==> src/rtl/embertrail_issue_seq_if.sv <==
// ----------------------------------------------------------------------------
// embertrail_issue_seq_if
//   Bundles the fetch and issue handshake signals of the EmberTrail issue
//   sequencer.
//
//   Signals (direction as seen from the sequencer, modport master):
//     oFetchReq      out  fetch request, held until iFetchAck
//     oFetchAddr     out  fetch address (16-bit halfword units), equals oPC
//     iFetchAck      in   iFetchData valid; completes the fetch
//     iFetchData     in   fetched packet (slot 1 in [15:0], slot 2 / ext in [31:16])
//     oIR            out  packet presented to the control unit
//     oIssueValid    out  oIR / oSlotMask valid
//     oSlotMask      out  bit0 slot 1 enabled, bit1 slot 2 enabled
//     iStall         in   downstream hold
//     iBranchTaken   in   redirect request, used only in an issue-accept cycle
//     iBranchTarget  in   redirect halfword address
//     oPC            out  address of the packet currently held
//
//   Modports: master = sequencer, slave = fetch unit / control unit side.
// ----------------------------------------------------------------------------
interface embertrail_issue_seq_if;
    logic        oFetchReq;
    logic [15:0] oFetchAddr;
    logic        iFetchAck;
    logic [31:0] iFetchData;
    logic [31:0] oIR;
    logic        oIssueValid;
    logic [1:0]  oSlotMask;
    logic        iStall;
    logic        iBranchTaken;
    logic [15:0] iBranchTarget;
    logic [15:0] oPC;

    modport master (
        output oFetchReq, oFetchAddr, oIR, oIssueValid, oSlotMask, oPC,
        input  iFetchAck, iFetchData, iStall, iBranchTaken, iBranchTarget
    );

    modport slave (
        input  oFetchReq, oFetchAddr, oIR, oIssueValid, oSlotMask, oPC,
        output iFetchAck, iFetchData, iStall, iBranchTaken, iBranchTarget
    );
endinterface

==> src/rtl/embertrail_issue_seq.sv <==
// ----------------------------------------------------------------------------
// embertrail_issue_seq
//   Fetch/issue sequencer for the dual-slot EmberTrail packet format. Fetches
//   one 32-bit packet at oPC, presents it to the control unit with a slot
//   mask, and advances oPC by the packet length (1 or 2 halfwords) or to a
//   taken branch target. Extended packets (LDA / BEQ) only ever enable slot 1.
//
//   Ports:
//     iClock    in   sole clock, rising edge
//     iReset_n  in   synchronous active-low reset
//     bus       embertrail_issue_seq_if.master (fetch + issue handshake)
//
//   Configuration:
//     EMBERTRAIL_HAZARD_SPLIT_EN  when defined, a dual packet whose slot 2
//       reads the register written by slot 1 is issued in two steps
//       (mask 01, then mask 10 from the SPLIT state). When undefined, such
//       packets issue both slots together and SPLIT is never entered.
//
//   All outputs come straight from flops.
// ----------------------------------------------------------------------------
module embertrail_issue_seq (
    input  logic                   iClock,
    input  logic                   iReset_n,
    embertrail_issue_seq_if.master bus
);

    typedef enum logic [1:0] {
        FETCH = 2'd0,
        ISSUE = 2'd1,
        SPLIT = 2'd2
    } state_e;

    state_e      state_q, state_d;
    logic [15:0] pc_q, pc_d;
    logic [31:0] ir_q, ir_d;
    logic        fetch_req_q, fetch_req_d;
    logic        issue_valid_q, issue_valid_d;
    logic [1:0]  slot_mask_q, slot_mask_d;

    logic [15:0] next_pc;
    logic        hazard;

    // LDA and BEQ carry an operand in the upper halfword instead of slot 2.
    function automatic logic pkt_is_ext(input logic [31:0] p);
        return (p[3:0] == 4'b1001) || (p[3:0] == 4'b1111);
    endfunction

    function automatic logic [15:0] pkt_len(input logic [31:0] p);
        return (p[15] || pkt_is_ext(p)) ? 16'd2 : 16'd1;
    endfunction

`ifdef EMBERTRAIL_HAZARD_SPLIT_EN
    // Slot 2 would read a register that slot 1 writes in the same packet.
    // MVI and immediate-B forms do not read B2.
    function automatic logic pkt_hazard(input logic [31:0] p);
        logic wb1;
        logic b2_used;
        wb1     = (p[3:0] != 4'd0) && (p[3:0] <= 4'd13);
        b2_used = !p[30] && (p[19:16] != 4'b0111);
        return p[15] && !pkt_is_ext(p) && wb1 &&
               ((p[8:4] == p[24:20]) || (b2_used && (p[8:4] == p[29:25])));
    endfunction
`endif

    // Slot mask for the first issue of a freshly fetched packet.
    function automatic logic [1:0] pkt_mask(input logic [31:0] p);
        logic single;
        single = !p[15] || pkt_is_ext(p);
`ifdef EMBERTRAIL_HAZARD_SPLIT_EN
        single = single || pkt_hazard(p);
`endif
        return single ? 2'b01 : 2'b11;
    endfunction

    // Wraps modulo 2^16.
    assign next_pc = pc_q + pkt_len(ir_q);

`ifdef EMBERTRAIL_HAZARD_SPLIT_EN
    assign hazard = pkt_hazard(ir_q);
`else
    assign hazard = 1'b0;
`endif

    always_comb begin
        state_d       = state_q;
        pc_d          = pc_q;
        ir_d          = ir_q;
        fetch_req_d   = fetch_req_q;
        issue_valid_d = issue_valid_q;
        slot_mask_d   = slot_mask_q;

        case (state_q)
            FETCH: begin
                // The request rises one cycle after reset; an ack is only
                // taken once the request is actually visible on the bus.
                fetch_req_d = 1'b1;
                if (fetch_req_q && bus.iFetchAck) begin
                    ir_d          = bus.iFetchData;
                    fetch_req_d   = 1'b0;
                    issue_valid_d = 1'b1;
                    slot_mask_d   = pkt_mask(bus.iFetchData);
                    state_d       = ISSUE;
                end
            end

            ISSUE: begin
                if (!bus.iStall) begin
                    if (bus.iBranchTaken) begin
                        // Redirect squashes any pending slot-2 issue.
                        pc_d          = bus.iBranchTarget;
                        state_d       = FETCH;
                        fetch_req_d   = 1'b1;
                        issue_valid_d = 1'b0;
                        slot_mask_d   = 2'b00;
                    end else if (hazard) begin
                        state_d     = SPLIT;
                        slot_mask_d = 2'b10;
                    end else begin
                        pc_d          = next_pc;
                        state_d       = FETCH;
                        fetch_req_d   = 1'b1;
                        issue_valid_d = 1'b0;
                        slot_mask_d   = 2'b00;
                    end
                end
            end

`ifdef EMBERTRAIL_HAZARD_SPLIT_EN
            SPLIT: begin
                // Branch requests are not honoured here; slot 1 already issued.
                if (!bus.iStall) begin
                    pc_d          = next_pc;
                    state_d       = FETCH;
                    fetch_req_d   = 1'b1;
                    issue_valid_d = 1'b0;
                    slot_mask_d   = 2'b00;
                end
            end
`endif

            default: begin
                state_d       = FETCH;
                fetch_req_d   = 1'b1;
                issue_valid_d = 1'b0;
                slot_mask_d   = 2'b00;
            end
        endcase
    end

    always_ff @(posedge iClock) begin
        if (!iReset_n) begin
            state_q       <= FETCH;
            pc_q          <= 16'h0000;
            ir_q          <= 32'h0000_0000;
            fetch_req_q   <= 1'b0;
            issue_valid_q <= 1'b0;
            slot_mask_q   <= 2'b00;
        end else begin
            state_q       <= state_d;
            pc_q          <= pc_d;
            ir_q          <= ir_d;
            fetch_req_q   <= fetch_req_d;
            issue_valid_q <= issue_valid_d;
            slot_mask_q   <= slot_mask_d;
        end
    end

    assign bus.oFetchReq   = fetch_req_q;
    assign bus.oFetchAddr  = pc_q;
    assign bus.oPC         = pc_q;
    assign bus.oIR         = ir_q;
    assign bus.oIssueValid = issue_valid_q;
    assign bus.oSlotMask   = slot_mask_q;

endmodule

==> src/flat_wrapper.sv <==
// flat-port wrapper written by rule: the top's interface ports become plain ports
module embertrail_issue_seq_flat 
  (iClock, iReset_n, bus_oFetchReq, bus_oFetchAddr, bus_oIR, bus_oIssueValid, bus_oSlotMask, bus_oPC, bus_iFetchAck, bus_iFetchData, bus_iStall, bus_iBranchTaken, bus_iBranchTarget);
  embertrail_issue_seq_if bus_i ();
  input  logic iClock;
  input  logic iReset_n;
  output wire logic [$bits(bus_i.oFetchReq)-1:0] bus_oFetchReq;
  output wire logic [$bits(bus_i.oFetchAddr)-1:0] bus_oFetchAddr;
  output wire logic [$bits(bus_i.oIR)-1:0] bus_oIR;
  output wire logic [$bits(bus_i.oIssueValid)-1:0] bus_oIssueValid;
  output wire logic [$bits(bus_i.oSlotMask)-1:0] bus_oSlotMask;
  output wire logic [$bits(bus_i.oPC)-1:0] bus_oPC;
  input wire logic [$bits(bus_i.iFetchAck)-1:0] bus_iFetchAck;
  input wire logic [$bits(bus_i.iFetchData)-1:0] bus_iFetchData;
  input wire logic [$bits(bus_i.iStall)-1:0] bus_iStall;
  input wire logic [$bits(bus_i.iBranchTaken)-1:0] bus_iBranchTaken;
  input wire logic [$bits(bus_i.iBranchTarget)-1:0] bus_iBranchTarget;
  assign bus_oFetchReq = bus_i.oFetchReq;
  assign bus_oFetchAddr = bus_i.oFetchAddr;
  assign bus_oIR = bus_i.oIR;
  assign bus_oIssueValid = bus_i.oIssueValid;
  assign bus_oSlotMask = bus_i.oSlotMask;
  assign bus_oPC = bus_i.oPC;
  assign bus_i.iFetchAck = bus_iFetchAck;
  assign bus_i.iFetchData = bus_iFetchData;
  assign bus_i.iStall = bus_iStall;
  assign bus_i.iBranchTaken = bus_iBranchTaken;
  assign bus_i.iBranchTarget = bus_iBranchTarget;
  embertrail_issue_seq u_core (.iClock(iClock), .iReset_n(iReset_n), .bus(bus_i));
endmodule
==> config.mk <==
export PLATFORM = sky130hd
export DESIGN_NAME = embertrail_issue_seq_flat
export DESIGN_NICKNAME = d
export VERILOG_FILES = /design/src/rtl/embertrail_issue_seq_if.sv /design/src/rtl/embertrail_issue_seq.sv /design/src/flat_wrapper.sv
export SDC_FILE = /design/constraint.sdc
export NUM_CORES = 1
export LEC_CHECK = 0
export ABC_CLOCK_PERIOD_IN_PS = 4400
export BUFFER_PORTS_ARGS = -buffer_cell sky130_fd_sc_hd__buf_2
export CORE_MARGIN = 2
export CORE_UTILIZATION = 40
export DETAILED_ROUTE_END_ITERATION = 8
export PLACE_DENSITY = 0.79
export REMOVE_ABC_BUFFERS = 1
export SYNTH_ARGS = -nofsm -noshare
export SYNTH_HDL_FRONTEND = slang
export SYNTH_SLANG_ARGS = --single-unit
==> constraint.sdc <==
create_clock -name iClock -period 4.4 [get_ports iClock]
set_clock_uncertainty 0.1 [all_clocks]
set_input_delay 0.66 -clock iClock [delete_from_list [all_inputs] [get_ports iClock]]
set_output_delay 0.66 -clock iClock [all_outputs]
set_load 0.02 [all_outputs]
==> results.py, run 1 <==
metrics = {
    "clocking": {
        "cts.clk_slew.worst_paths_ns": 0.09,
        "clock-sinks": 51,
        "worst_skew_pair.late_latency_ns": 0.30,
        "h-tree-depth": 2,
        "cts_buffer_depth": 2,
        "cts_tree": "yes",
        "root_buffer": "clkbuf_8",
        "cts_made_buffers": 5,
        "cts_hold_buf": 0,
        "ctsResizeCount": 0,
        "post-cts-setup-buffers": 0,
    },
    "placed_design": {
        "gp_congestion": 0.8489,
        "io_buffers": 120,
        "dpl_cell_area_um2": 2939,
        "place_ws_ns": 2.139,
        "dpl.hpwl_mm": 4.509,
    },
    "yosys": {
        "syn_avg_cell_area_um2": 7.866,
        "synth.area.top_cells": "dfxtp_1 (41%), nand2_1 (12%), a21oi_1 (8.7%)",
        "async_flop_share_pct": 0,
        "yosysTopAreaCellShare_pct": 41.34,
        "synth_enable_flop_cells": 0,
        "syn_inst": 314,
        "synthesis.area_um2": 2470,
        "ys_seq_area_share_pct": 41.34,
        "yosysUniqueCellTypes": 45,
        "ys_ff_latch": 51,
        "synthFlopType": "dfxtp_1",
        "synth-warning-count": 0,
        "synth_top_area_cell": "dfxtp_1",
    },
    "timing": {
        "worst_slew_pin_slew_ns": 1.106,
        "final.min_clock_period_ns": 2.257,
        "finalHoldViolCount": 0,
        "hold_ws_ns": 0.3543,
        "timing.final.ws_setup_ns": 2.143,
        "fmax_mhz": 443.0,
        "finalSetupViolCount": 0,
        "slew_headroom_pct": 26.28,
        "slew_violations": 0,
        "rsz0062_at_grt": "false",
        "tns_ns": 0,
        "post-route-period-util_pct": 51.31,
    },
    "floorplanning": {
        "die_y_um": 82.58,
        "dieWidth_um": 82.58,
        "rows": 28,
        "core_um2": 5956,
        "initial_core_util_pct": 41.47,
        "fp.dieArea_um2": 6819,
        "pin_count": 121,
    },
    "status": {
        "status": "complete, no violations",
    },
    "power_and_ir_drop": {
        "p_int_uw": 665.1,
        "power_switching_share_pct": 28.34,
        "p_comb_share_pct": 15.9,
        "total_power_uw": 928.1,
        "power.share.clock_pct": 30.8,
        "ir_drop_v": 0.0001601,
        "leakage_uw": 0.001403,
        "seq_power_share_pct": 53.3,
        "switching_power_uw": 263.1,
        "power.density_nw_per_um2": 305.5,
    },
    "setup_path": {
        "endpoint": "u_core.bus.oFetchAddr[6]$_SDFFE_PN0P_",
        "crit_family": "adder cells",
        "cp_max_fo": 6,
        "crit_start": "u_core.bus.oIR[2]$_SDFFE_PN0P_",
        "critPathLaunchType": "flop",
        "critPathBufInv": 1,
        "ff2ff_path_depth": 9,
        "slowest_stage": "fa_1",
        "crit_type": "flop to flop",
        "arrival_ns": 2.39,
        "worst_ep_required_time_ns": 4.54,
        "cp_num_cells": 9,
        "r2r_start": "u_core.bus.oIR[2]$_SDFFE_PN0P_",
        "worstReg2RegEnd": "u_core.bus.oFetchAddr[6]$_SDFFE_PN0P_",
        "cp_slowest_stage_delay_ns": 0.47,
        "cp_cell_sequence": "xnor2_1 > a31o_2 > inv_1 > ha_1 > fa_1 > and3_1 > a31oi_1 > o21ai_0 > a21oi_1",
        "crit_path_end_kind": "flop",
        "rrSetupSlack_ns": 2.14,
    },
    "drt": {
        "drc": 0,
        "highest_layer": "met4",
        "wl_met2_mm": 2.690,
        "vias_per_cell": 5.188,
        "ant_nets": 0,
        "wl_mm": 6.293,
        "routedLengthMet1_mm": 2.883,
        "routed-via-count": 2490,
        "dr_wl_met3_um": 660,
        "dr.pass1.iters": 4,
        "routedWlPerCell_um": 13.11,
        "drt_iter0_markers": 117,
    },
    "global_routing": {
        "grt_max_degree": 42,
        "grt_pass1_wl_mm": 9.487,
        "grt_pass1_vias": 2089,
        "grt_usage_pct": 17.74,
        "gr-total-overflow": 0,
        "antenna_found_initial": 0,
    },
    "cells_and_area": {
        "most-common-layout-cells": "buf_2 (120), nand2_1 (79), dfxtp_1 (51)",
        "multiInputGateArea_um2": 1201,
        "fillerInstances": 588,
        "layout_commonest_cell": "buf_2",
        "area_growth_pct": 23.00,
        "drive_above_1_share_pct": 34.07,
        "final_cell_area_um2": 3038,
        "num_antenna_cells": 0,
        "fin_nets": 460,
        "seqCellArea_um2": 1021,
    },
    "min_path": {
        "worstHoldStart": "u_core.bus.oIR[18]$_SDFFE_PN0P_",
        "hp-class": "flop to flop",
    },
    "flow_run": {
        "maxCapViolations": 0,
    },
}
cell usage after synthesis, types with 3 or more instances:
cell / number
a211oi_1: 5
a21o_1: 5
a21oi_1: 43
a31oi_1: 6
and3_1: 3
buf_1: 3
buf_4: 18
clkbuf_1: 14
dfxtp_1: 51
mux2i_1: 4
nand2_1: 79
nand3_1: 11
nand4_1: 4
nor2_1: 13
nor3_1: 3
o21ai_0: 11
how the worst min path moves through the flow:
stage	to	slack [ns]	cells past startpoint
after global routing	u_core.bus.oIR[26]$_SDFFE_PN0P_	0.38	2
after floorplan	u_core.bus.oIR[10]$_SDFFE_PN0P_	0.43	2
after detailed placement	u_core.bus.oIR[23]$_SDFFE_PN0P_	0.34	2
after CTS	u_core.bus.oIR[23]$_SDFFE_PN0P_	0.36	2
final	u_core.bus.oIR[18]$_SDFFE_PN0P_	0.35	2
after global placement	u_core.bus.oIR[7]$_SDFFE_PN0P_	0.34	2
area by class of cell:
cell class	instances	area share [%]
flip-flops and latches	51	33.61
clock buffers	6	2.718
multi-input cells	222	39.54
well taps	75	3.089
clock inverters	2	0.5354
repair buffers	122	20.26
inverters	2	0.2471
kinds of logic after synthesis:
group,share of synthesized area [%]
compound gates,21.07
xor+xnor,0.7093
fa+ha+maj,1.824
buf+inv,10.03
flops,41.34
mux,1.621
simple gates,23.40
per-stage QoR:
step,util (%),std cells
after global routing,51.01,480
after floorplan,-,275
final,51.01,480
after CTS,51.01,480
after detailed placement,49.35,472
after global placement,49.35,472
metal layers:
layer | global-route usage, % | vias to the layer above
met4 | 5.410 | 0
met5 | 0 | -
met1 | 22.44 | 1100
met3 | 5.326 | 8
li1 | - | 1259
met2 | 29.03 | 123
power groups by stage:
stage	Combinational, uW	Clock (uW)	Sequential [uW]
final	147	286	495
after global routing	163	318	498
after CTS	148	296	495
after detailed placement	148	0	506
after global placement	146	0	505
after floorplan	52.4	0	532
state kept, by name (all words and copies together), names as in the netlist:
| name | flops |
|---|---|
| u_core.bus.oIR | 32 |
| u_core.bus.oFetchAddr | 16 |
| u_core.bus.oSlotMask | 2 |
| u_core.bus.oFetchReq | 1 |
worst min-delay path, stage by stage, from the launching register on:
cell	delay, ns
dfxtp_1	0.32
nand2_1	0.05
a21oi_1	0.05
No activity file was read; power rests on OpenSTA's default activity.
==> inputs of run 2 (changes only) <==
Settings changed: ABC_CLOCK_PERIOD_IN_PS 4400 to 2300.
Clock period 4.4 ns to 2.3 ns, I/O delays scaled along.
==> results.py, run 2 (synthesis results as in run 1) <==
metrics = {
    "power_and_ir_drop": {
        "p_comb_share_pct": 16.1,
        "seq_power_share_pct": 53.1,
        "leakage_uw": 0.001438,
        "power_switching_share_pct": 28.40,
        "power.share.clock_pct": 30.8,
        "switching_power_uw": 506.4,
        "ir_drop_v": 0.0002291,
        "power.density_nw_per_um2": 574.6,
        "p_int_uw": 1277,
    },
    "global_routing": {
        "top_usage_layer": "met2",
        "grt_max_degree": 42,
        "met1_usage_pct": 21.87,
        "grt_pass1_vias": 2105,
        "met3_usage_pct": 4.457,
        "antenna_found_initial": 0,
        "grt.met2_usage_pct": 30.81,
        "grt_usage_pct": 17.95,
        "grt_pass1_wl_mm": 9.549,
        "gr-total-overflow": 0,
    },
    "timing": {
        "post-route-period-util_pct": 94.08,
        "slew_violations": 0,
        "fmax_mhz": 462.1,
        "rsz0062_at_grt": "false",
        "tns_ns": 0,
        "finalHoldViolCount": 0,
        "final.min_clock_period_ns": 2.164,
        "finalSetupViolCount": 0,
        "slew_headroom_pct": 52.76,
        "worst_slew_pin_slew_ns": 0.7087,
    },
    "floorplanning": {
        "initial_core_util_pct": 41.47,
        "die_y_um": 82.58,
        "pin_count": 121,
        "rows": 28,
        "core_um2": 5956,
        "dieWidth_um": 82.58,
        "fp.dieArea_um2": 6819,
    },
    "clocking": {
        "cts_made_buffers": 5,
        "h-tree-depth": 2,
        "cts_hold_buf": 0,
        "root_buffer": "clkbuf_8",
        "cts_buffer_depth": 2,
        "cts.clk_slew.worst_paths_ns": 0.09,
        "cts_tree": "yes",
        "worst_skew_pair.late_latency_ns": 0.30,
        "clock-sinks": 51,
    },
    "cells_and_area": {
        "fillerInstances": 568,
        "largest_reg_flops": 32,
        "drive_above_1_share_pct": 35.94,
        "most-common-layout-cells": "buf_2 (120), nand2_1 (79), dfxtp_1 (51)",
        "num_antenna_cells": 0,
        "area_growth_pct": 25.63,
        "fin_nets": 464,
        "layout_commonest_cell": "buf_2",
        "stdcell_count": 484,
    },
    "setup_path": {
        "cp_max_fo": 6,
        "crit_type": "flop to flop",
        "arrival_ns": 2.31,
        "critPathLaunchType": "flop",
        "worst_ep_required_time_ns": 2.44,
        "ff2ff_path_depth": 9,
        "crit_path_end_kind": "flop",
    },
    "drt": {
        "wl_mm": 6.390,
        "ant_nets": 0,
        "dr.pass1.iters": 4,
        "drc": 0,
        "drt_iter0_markers": 81,
        "vias_per_cell": 5.184,
        "routedWlPerCell_um": 13.20,
        "routed-via-count": 2509,
    },
    "placed_design": {
        "gp_congestion": 0.8563,
        "dpl.hpwl_mm": 4.564,
        "io_buffers": 120,
        "dp_cells": 475,
    },
    "flow_run": {
        "maxCapViolations": 0,
    },
    "min_path": {
        "hold_depth": 3,
        "hp-class": "primary input to flop",
    },
    "status": {
        "status": "complete, no violations",
    },
}
==> run 2: changes by cell type in the layout (fill, tap and decap cells not counted) <==
| cell | delta |
|---|---|
| nor3_2 | +1 |
| fa_2 | +1 |
| buf_4 | +4 |
| nor4_4 | +1 |
| ha_4 | +1 |
| ha_1 | -1 |
| inv_1 | -1 |
| nor4_1 | -1 |
| nor3_1 | -1 |
| fa_1 | -1 |
| inv_2 | +1 |
==> run 2: path summary, 6_finish.rpt <==
path | from | end | slack [ns]
worst min register to register | u_core.bus.oIR[23]$_SDFFE_PN0P_ | u_core.bus.oIR[23]$_SDFFE_PN0P_ | 0.35
worst min-delay path | bus_iFetchData[7] | u_core.bus.oIR[7]$_SDFFE_PN0P_ | 0.17
worst max-delay path | u_core.bus.oIR[1]$_SDFFE_PN0P_ | u_core.bus.oFetchAddr[6]$_SDFFE_PN0P_ | 0.14
worst max register to register | u_core.bus.oIR[1]$_SDFFE_PN0P_ | u_core.bus.oFetchAddr[6]$_SDFFE_PN0P_ | 0.14
==> run 2: routing by layer <==
layer  vias to the layer above  routed length (um)
li1                       1267                   -
met1                      1096                2684
met2                       134                2899
met3                        12                 707
met4                         0                  99
met5                         -                   0
==> run 2: power groups by stage <==
| stage | clock, uW | combinational (uW) | sequential (uW) |
|---|---|---|---|
| after floorplan | 0 | 100 | 1020 |
| after global placement | 0 | 283 | 965 |
| after detailed placement | 0 | 287 | 967 |
| after CTS | 570 | 288 | 946 |
| after global routing | 610 | 318 | 953 |
| final | 549 | 287 | 947 |
==> run 2: critical path, cell delays in order, from the launching register on <==
cell and delay [ns]:
dfxtp_1 0.34, xnor2_1 0.17, a31o_2 0.22, inv_2 0.05, ha_4 0.16, fa_2 0.41, and3_1 0.24, a31oi_1 0.16
o21ai_0 0.09, a21oi_1 0.15
==> run 2: cell type report <==
cell class | instances | area [um2] | area share (%)
multi-input cells | 222 | 1236 | 39.84
flip-flops and latches | 51 | 1021 | 32.90
repair buffers | 126 | 645.6 | 20.81
well taps | 75 | 93.84 | 3.024
clock buffers | 6 | 82.58 | 2.661
clock inverters | 2 | 16.27 | 0.5242
inverters | 2 | 7.507 | 0.2419
==> run 2: repair_timing <==
item                       in CTS  in global routing
resized for setup               1                  6
pin swaps                       0                  3
buffers inserted                0                  1
setup endpoints to repair       2                  6
==> run 2: per-stage QoR <==
step | utilization (%) | instance area [um2] | power [uW] | hold slack (ns) | setup slack [ns]
after floorplan | - | 2230 | 1118 | 0.3810 | 0.04744
after global placement | 49.73 | 2962 | 1249 | 0.3392 | 0.07878
after detailed placement | 49.73 | 2962 | 1254 | 0.3447 | 0.001795
after CTS | 51.43 | 3063 | 1804 | 0.1557 | 0.05433
after global routing | 52.10 | 3103 | 1881 | 0.1565 | 0.00005440
final | 52.10 | 3103 | 1783 | 0.1690 | 0.1361
==> inputs of run 3 (changes only) <==
Settings changed: ABC_AREA set to 1.
==> results.py, run 3 <==
metrics = {
    "drt": {
        "routed-via-count": 2573,
        "routedWlPerCell_um": 11.85,
        "ant_nets": 0,
        "wl_mm": 6.295,
        "drt_iter0_markers": 128,
        "dr.pass1.iters": 4,
        "vias_per_cell": 4.846,
        "drc": 0,
    },
    "timing": {
        "finalHoldViolCount": 0,
        "post-route-period-util_pct": 91.08,
        "timing.final.ws_setup_ns": 0.2051,
        "slew_headroom_pct": 61.12,
        "worst_slew_pin_slew_ns": 0.5826,
        "slew_violations": 0,
        "final.min_clock_period_ns": 2.095,
        "fmax_mhz": 477.3,
        "tns_ns": 0,
        "finalSetupViolCount": 0,
        "rsz0062_at_grt": "false",
    },
    "placed_design": {
        "place_ws_ns": 0.04510,
        "gp_congestion": 0.8470,
        "dp_cells": 522,
        "dpl.hpwl_mm": 4.625,
        "io_buffers": 120,
    },
    "setup_path": {
        "critPathLaunchType": "flop",
        "worst_ep_required_time_ns": 2.44,
        "crit_type": "flop to flop",
        "rrSetupSlack_ns": 0.21,
        "cp_max_fo": 3,
        "arrival_ns": 2.24,
        "crit_path_end_kind": "flop",
        "ff2ff_path_depth": 14,
    },
    "power_and_ir_drop": {
        "leakage_uw": 0.001522,
        "power_switching_share_pct": 28.25,
        "switching_power_uw": 561.0,
        "power.share.clock_pct": 33.6,
        "seq_power_share_pct": 48.9,
        "p_comb_share_pct": 17.6,
        "power.density_nw_per_um2": 627.9,
        "p_int_uw": 1425,
        "total_power_uw": 1986,
        "ir_drop_v": 0.0004205,
    },
    "min_path": {
        "hold_depth": 3,
        "hp-class": "primary input to flop",
    },
    "yosys": {
        "synthSimpleGateAreaFrac_pct": 28.45,
        "synth_compound_area_share_pct": 16.78,
        "synth_top_family_by_area": "simple AND/OR/NAND/NOR gates",
        "syn_avg_cell_area_um2": 6.955,
        "ys_ff_latch": 51,
        "synthMuxAreaShare_pct": 0,
        "yosysUniqueCellTypes": 33,
        "synth.area.top_cells": "dfxtp_1 (41%), nor2_1 (13%), nand2_1 (9.2%)",
        "ys_seq_area_share_pct": 41.23,
        "syn_inst": 356,
        "synth_xor_area_share_pct": 0.7074,
        "yosysMostFrequentCell": "nor2_1",
        "synth_fa_ha_area_share_pct": 1.819,
        "synth_enable_flop_cells": 0,
        "synth_top_area_cell": "dfxtp_1",
        "async_flop_share_pct": 0,
        "synth-warning-count": 0,
        "yosysTopAreaCellShare_pct": 41.23,
        "synthesis.area_um2": 2476,
        "synthFlopType": "dfxtp_1",
        "ys_top_cells_by_count": "nor2_1 (85), nand2_1 (61), dfxtp_1 (51), o21ai_0 (45), a21oi_1 (25)",
    },
    "global_routing": {
        "gr-total-overflow": 0,
        "grt_pass1_wl_mm": 10.04,
        "antenna_found_initial": 0,
        "grt_pass1_vias": 2326,
        "grt_usage_pct": 18.83,
        "grt_max_degree": 31,
    },
    "floorplanning": {
        "die_y_um": 82.68,
        "core_um2": 5956,
        "pin_count": 121,
        "dieWidth_um": 82.68,
        "rows": 28,
        "fp.dieArea_um2": 6836,
        "initial_core_util_pct": 41.58,
    },
    "clocking": {
        "cts_made_buffers": 5,
        "worst_skew_pair.late_latency_ns": 0.30,
        "root_buffer": "clkbuf_8",
        "clock-sinks": 51,
        "cts_buffer_depth": 2,
        "cts_tree": "yes",
        "cts_hold_buf": 0,
        "h-tree-depth": 2,
        "cts.clk_slew.worst_paths_ns": 0.10,
    },
    "cells_and_area": {
        "fin_nets": 511,
        "layout_commonest_cell": "buf_2",
        "stdcell_count": 531,
        "fillerInstances": 598,
        "most-common-layout-cells": "buf_2 (120), nor2_1 (85), nand2_1 (59)",
        "seqCellArea_um2": 1025,
        "drive_above_1_share_pct": 34.43,
        "multiInputGateArea_um2": 1214,
        "area_growth_pct": 27.74,
        "largest_reg_flops": 32,
        "num_antenna_cells": 0,
    },
    "flow_run": {
        "maxCapViolations": 0,
    },
    "status": {
        "status": "complete, no violations",
    },
}
## run 3: cell count changes in the layout (fill, tap and decap cells not counted), moves of 4 or more
| cell | delta |
|---|---|
| a21oi_1 | -21 |
| a21o_1 | -5 |
| nor2_1 | +72 |
| nand2_1 | -20 |
| nor2_4 | +4 |
| inv_1 | +15 |
| o21ai_0 | +32 |
| nand2_2 | +4 |
| mux2i_1 | -4 |
| a31oi_1 | -6 |
## run 3: area by class of cell
cell class,count,area share [%]
well taps,75,2.967
inverters,19,2.255
repair buffers,125,20.17
flip-flops and latches,51,32.40
clock buffers,6,2.611
multi-input cells,253,38.37
clock inverters,2,1.226
## run 3: what timing repair did
item	in CTS	in global routing
setup endpoints to repair	0	7
gates resized for setup	0	14
setup buffers	0	1
## run 3: stage by stage
step	hold slack [ns]	area (um2)	util (%)
after detailed placement	0.3695	2999	50.36
final	0.1872	3163	53.11
after CTS	0.1745	3120	52.40
after global placement	0.3592	2999	50.36
after global routing	0.1889	3163	53.11
after floorplan	0.3654	2275	-
## run 3: final timing paths
check,from,endpoint
worst max-delay path,u_core.bus.oIR[2]$_SDFFE_PN0P_,u_core.bus.oFetchAddr[8]$_SDFFE_PN0P_
worst min-delay path,bus_iFetchData[13],u_core.bus.oIR[13]$_SDFFE_PN0P_
worst max register to register,u_core.bus.oIR[2]$_SDFFE_PN0P_,u_core.bus.oFetchAddr[8]$_SDFFE_PN0P_
worst min register to register,u_core.bus.oIR[31]$_SDFFE_PN0P_,u_core.bus.oIR[31]$_SDFFE_PN0P_
## run 3: kinds of logic after synthesis
family | Yosys count
AO/OA/AOI/OAI | 79
AND/OR/NAND/NOR | 169
adder cells (fa/ha/maj) | 3
buffers and inverters | 52
XOR/XNOR | 2
flip-flops | 51
## run 3: power groups by stage
stage | combinational [uW] | sequential [uW] | clock (uW)
finish | 349 | 971 | 667
global route | 392 | 978 | 712
CTS | 348 | 970 | 691
detailed placement | 348 | 990 | 0
global placement | 343 | 987 | 0
floorplan | 121 | 1060 | 0
## run 3: worst max-delay path: stages, from the launching register on
cell and delay (ns):
dfxtp_1 0.34, inv_1 0.07, a21oi_2 0.11, o21ai_1 0.07, nand2_1 0.11, inv_1 0.06, ha_2 0.18, fa_2 0.39
nand2_2 0.07, inv_1 0.06, nand2_2 0.08, nor3_1 0.06, o21ai_1 0.16, nand2_1 0.08, a21oi_2 0.10
## run 3: per-layer routing
| metal | track usage [%] | wire, um | vias up | share of wire [%] |
|---|---|---|---|---|
| met5 | 0 | 0 | - | 0 |
| met4 | 6.066 | 51 | 0 | 0.81 |
| met3 | 5.870 | 632 | 5 | 10 |
| met2 | 33.39 | 2860 | 118 | 45 |
| met1 | 21.45 | 2751 | 1122 | 44 |
| li1 | - | - | 1328 | - |
